--- config.mk ---
export PLATFORM = sky130hd
export DESIGN_NAME = clk_div_multi
export DESIGN_NICKNAME = d
export VERILOG_FILES = /design/src/rtl/clk_div_multi.sv
export SDC_FILE = /design/constraint.sdc
export NUM_CORES = 1
export LEC_CHECK = 0
export BUFFER_PORTS_ARGS = -buffer_cell sky130_fd_sc_hd__buf_2
export CAP_MARGIN = 20
export CORE_ASPECT_RATIO = 0.7
export CORE_UTILIZATION = 60
export DETAILED_ROUTE_END_ITERATION = 16
export PLACE_DENSITY = 0.81
export SLEW_MARGIN = 40
export SYNTH_ARGS = -nofsm -noshare
export SYNTH_HDL_FRONTEND = slang
export SYNTH_SLANG_ARGS = --single-unit
--- constraint.sdc ---
create_clock -name i_ref_clk -period 5.7 [get_ports i_ref_clk]
set_clock_uncertainty 0.05 [all_clocks]
set_input_delay 0.285 -clock i_ref_clk [delete_from_list [all_inputs] [get_ports i_ref_clk]]
set_output_delay 0.285 -clock i_ref_clk [all_outputs]
set_load 0.01 [all_outputs]
--- src/rtl/clk_div_multi.sv ---
// Multi-channel integer clock divider with glitch-free ratio/enable changes at period boundaries.
// Optional CLK_DIV_SYNC_EN adds i_sync, which restarts every running channel in the same cycle.
module clk_div_multi #(
  parameter int NUM_CH  = 2,
  parameter int RATIO_W = 8
) (
  input  logic                      i_ref_clk,
  input  logic                      i_rst,
`ifdef CLK_DIV_SYNC_EN
  input  logic                      i_sync,
`endif
  input  logic [NUM_CH-1:0]         i_clk_en,
  input  logic [NUM_CH*RATIO_W-1:0] i_div_ratio,
  output logic [NUM_CH-1:0]         o_div_clk,
  output logic [NUM_CH-1:0]         o_edge_stb,
  output logic [NUM_CH-1:0]         o_active
);

  typedef enum logic {
    ST_BYPASS = 1'b0,
    ST_RUN    = 1'b1
  } state_e;

  logic sync_w;
`ifdef CLK_DIV_SYNC_EN
  assign sync_w = i_sync;
`else
  assign sync_w = 1'b0;
`endif

  // Holds pass-through low for the first cycle after reset releases.
  logic bypass_ok_d, bypass_ok_q;
  assign bypass_ok_d = 1'b1;

  always_ff @(posedge i_ref_clk) begin
    if (i_rst) bypass_ok_q <= 1'b0;
    else       bypass_ok_q <= bypass_ok_d;
  end

  for (genvar k = 0; k < NUM_CH; k++) begin : g_ch
    state_e             state_d, state_q;
    logic [RATIO_W-1:0] cnt_d, cnt_q;
    logic [RATIO_W-1:0] ratio_d, ratio_q;
    logic               div_d, div_q;
    logic               stb_d, stb_q;
    logic               run_d, run_q;

    logic [RATIO_W-1:0] ratio_in;
    logic [RATIO_W-1:0] half;
    logic [RATIO_W-1:0] cnt_inc;
    logic               start_ok;
    logic               boundary;

    assign ratio_in = i_div_ratio[k*RATIO_W +: RATIO_W];
    assign start_ok = i_clk_en[k] && (ratio_in >= RATIO_W'(2));
    assign half     = ratio_q >> 1;
    assign cnt_inc  = cnt_q + RATIO_W'(1);
    assign boundary = (cnt_q == ratio_q - RATIO_W'(1));

    always_comb begin
      state_d = state_q;
      cnt_d   = cnt_q;
      ratio_d = ratio_q;
      div_d   = div_q;
      stb_d   = stb_q;
      run_d   = run_q;
      unique case (state_q)
        ST_BYPASS: begin
          stb_d = 1'b0;
          div_d = 1'b0;
          if (start_ok) begin
            state_d = ST_RUN;
            ratio_d = ratio_in;
            cnt_d   = '0;
            div_d   = 1'b1;
            stb_d   = 1'b1;
            run_d   = 1'b1;
          end
        end
        ST_RUN: begin
          // Inputs are only looked at when a period ends (or on a sync restart).
          if (boundary || sync_w) begin
            if (start_ok) begin
              ratio_d = ratio_in;
              cnt_d   = '0;
              div_d   = 1'b1;
              stb_d   = 1'b1;
            end else begin
              state_d = ST_BYPASS;
              cnt_d   = '0;
              run_d   = 1'b0;
              div_d   = 1'b0;
              stb_d   = 1'b0;
            end
          end else begin
            cnt_d = cnt_inc;
            div_d = (cnt_inc < half);
            stb_d = 1'b0;
          end
        end
        default: begin
          state_d = ST_BYPASS;
          run_d   = 1'b0;
          div_d   = 1'b0;
          stb_d   = 1'b0;
        end
      endcase
    end

    always_ff @(posedge i_ref_clk) begin
      if (i_rst) begin
        state_q <= ST_BYPASS;
        cnt_q   <= '0;
        ratio_q <= '0;
        div_q   <= 1'b0;
        stb_q   <= 1'b0;
        run_q   <= 1'b0;
      end else begin
        state_q <= state_d;
        cnt_q   <= cnt_d;
        ratio_q <= ratio_d;
        div_q   <= div_d;
        stb_q   <= stb_d;
        run_q   <= run_d;
      end
    end

    assign o_div_clk[k]  = run_q ? div_q : (bypass_ok_q & i_ref_clk);
    assign o_edge_stb[k] = stb_q;
    assign o_active[k]   = run_q;
  end

endmodule

==> results.cfg <==
[synthesis]
yosysTopAreaCellShare_pct = 30.38
synth.most_common_cell = nand2_1
synth_top_cells_by_count = nand2_1, dfxtp_1, inv_1, xnor2_1
yosysWarnings = 0
ys_seq_elements = 41
synthesis.nets = 369
ys_seq_area_share_pct = 30.38
synth_cell_types = 51
synth-edff-count = 0
yosysTopAreaCell = dfxtp_1
avgSynthCellArea_sq_um = 8.112
synthCells = 333
synthTopCellsByArea = dfxtp_1, nand2_1, ha_1, xnor2_1, mux2i_1
synth_flop_cell = dfxtp_1
synthArstFlopShare_pct = 0
syn_area_sq_um = 2701

[worst_setup_path]
worst-setup-path-type = clock port to output port
path_max_fanout = 2
critPathCaptureType = output port
cp.required_ns = 5.37
startpoint_type = clock port
cp.arrival_ns = 3.94

[cts]
path_clk_slew_ns = 0.07
cts_resized = 0
insertion_delay_ns = 0.41
cts_tree = built
cts_setup_buffers = 0
hold_buffers = 0

[die]
die_x_um = 82.20
row_count = 20
initial_utilization_pct = 62.40
pin_count = 26
coreArea_sq_um = 4329
die_y_um = 58.14
die_area_sq_um = 4779

[placement]
gp_congestion = 0.8674
io_buffers = 25
dp.cells = 390
hpwl_mm = 4.169

[detailed_routing]
routedWlPerCell_um = 14.81
viasPerCell = 5.916
finalWirelength_mm = 6.027
dr.pass1.iters = 5
drtIter0Drc = 208
drc = 0
vias = 2408
ant_nets = 0

[run]
drv_cap = 0

[timing]
maxSlewViolCount = 0
rsz0062_at_grt = no
hold_viol_final = 0
finalSetupViolCount = 0
slew_headroom_pct = 53.15
tns_ns = 0
tightest_slew_ns = 0.6974

[layout]
antenna_cells = 0
nets = 387
drive_gt1_share_pct = 16.48
fin_cells = 407
syn2layout_area_growth_pct = 13.11
fill_cells = 336

[hold_path]
hold_class = primary input to flip-flop

[grt]
grt_first_pass_wirelength_mm = 9.970
grt_pass1_vias = 2182
grt_max_degree = 42
overflow = 0
antenna_found_initial = 0
gr-usage-all-layers_pct = 28.90

[pwr]
power.density_nw_per_um2 = 273.9
leakagePower_nw = 1.251
p_sw_mw = 0.2201
power.internal_mw = 0.6169
power_switching_share_pct = 26.29
pwr-share-seq_pct = 38.2
clkPwrFrac_pct = 47.8
vdd_drop_max_mv = 0.2158
power_frac_comb_pct = 14.0

[status]
outcome = finished, final reports clean
==> final timing paths <==
path                      start            endpoint  slack [ns]  depth (start not counted)
max                   i_ref_clk        o_div_clk[0]        1.42                         10
min              i_div_ratio[0]  g_ch[0].ratio_q[0]        0.07                          3
max reg2reg  g_ch[1].ratio_q[3]  g_ch[1].ratio_q[0]        2.99                          6
min reg2reg  g_ch[1].ratio_q[7]  g_ch[1].ratio_q[7]        0.45                          2
==> critical path: stages <==
cell	delay (ns)
clkbuf_8	0.11
clkbuf_8	0.12
clkbuf_8	0.12
clkbuf_8	0.12
clkbuf_8	0.12
nand2_1	0.06
clkbuf_8	0.13
clkbuf_8	0.10
o21ai_0	0.06
buf_2	0.14
==> cells in the final DEF (no fill, tap or decap), types with 2 or more instances in the layout <==
cell type  Yosys  final
mux2i_1       18     18
a21boi_0       2      2
nand3_1        8      8
ha_1          16     16
buf_2          1     25
a41oi_1        4      4
nor3_1        10     10
inv_1         24     24
o2111ai_2      2      2
nand4_1        6      6
xnor2_1       22     22
nand2_1       59     59
nor4_1         3      3
o21ai_0        9      9
a21o_1         3      3
a21oi_1        8      7
nand2b_1       2      2
or4_1          4      4
xor2_1         8      8
clkbuf_8       0     15
nor2_1        17     17
o2111ai_1      2      2
nand3b_1       2      2
o2bb2ai_1      2      2
a2111oi_0      2      2
a22o_1         4      4
o211ai_1       4      4
or2_2          5      5
mux2_2         2      2
dfxtp_1       41     41
==> routing by layer <==
layer  GRT usage (%)  part of all wire, %
met3           9.291                  6.3
met5               0                    0
met1           39.92                   50
met4           15.29                  1.8
met2           39.67                   42
==> sequential cells by signal, indices dropped and copies added (netlist names) <==
signal	flops
bypass_ok_q	1
g_ch.stb_q	2
g_ch.run_q	2
g_ch.cnt_q	16
g_ch.ratio_q	16
g_ch.div_q	2
g_ch.state_q	2
==> stage by stage <==
step           area, sq um  setup slack [ns]  utilization, %  hold WS [ns]  power (mW)
3_3_place_gp          2793             2.280           64.51        0.4244      0.4484
6_report              3055             1.421           70.58       0.07363      0.8370
2_1_floorplan         2701             2.342               -        0.3771      0.4210
3_5_place_dp          2804             2.280           64.77        0.4401      0.4525
5_1_grt               3055             1.370           70.58       0.07704      0.8751
4_1_cts               3044             1.389           70.32       0.07573      0.8432
==> logic make-up (layout without fill, tap and decap cells) <==
family / after synthesis / count (layout) / synth area share [%]
AOI/OAI and AO/OA: 52 / 52 / 15.19
xor gates and xnor gates: 30 / 30 / 9.727
adders and majority gates: 16 / 16 / 7.411
buffers and inverters: 48 / 67 / 7.411
DFF: 41 / 41 / 30.38
muxes: 20 / 20 / 7.503
and+or+nand+nor: 126 / 126 / 22.37
==> power groups by stage <==
stage	combinational [mW]	sequential, mW	clock [mW]
detailed placement	0.114	0.326	0.0131
finish	0.117	0.320	0.400
global route	0.130	0.322	0.423
global placement	0.110	0.325	0.0131
floorplan	0.0959	0.317	0.00792
CTS	0.116	0.319	0.408
==> cell type report <==
cell class,instances,area [sq um],area share [%]
sequential,41,820.8,26.86
clock buffer,18,220.2,7.207
timing repair buffer,24,122.6,4.013
inverter,24,90.09,2.948
clock inverter,1,30.03,0.9828
tap,55,68.82,2.252
multi-input combinational,244,1703,55.73
(Power assumes the default switching activity.)
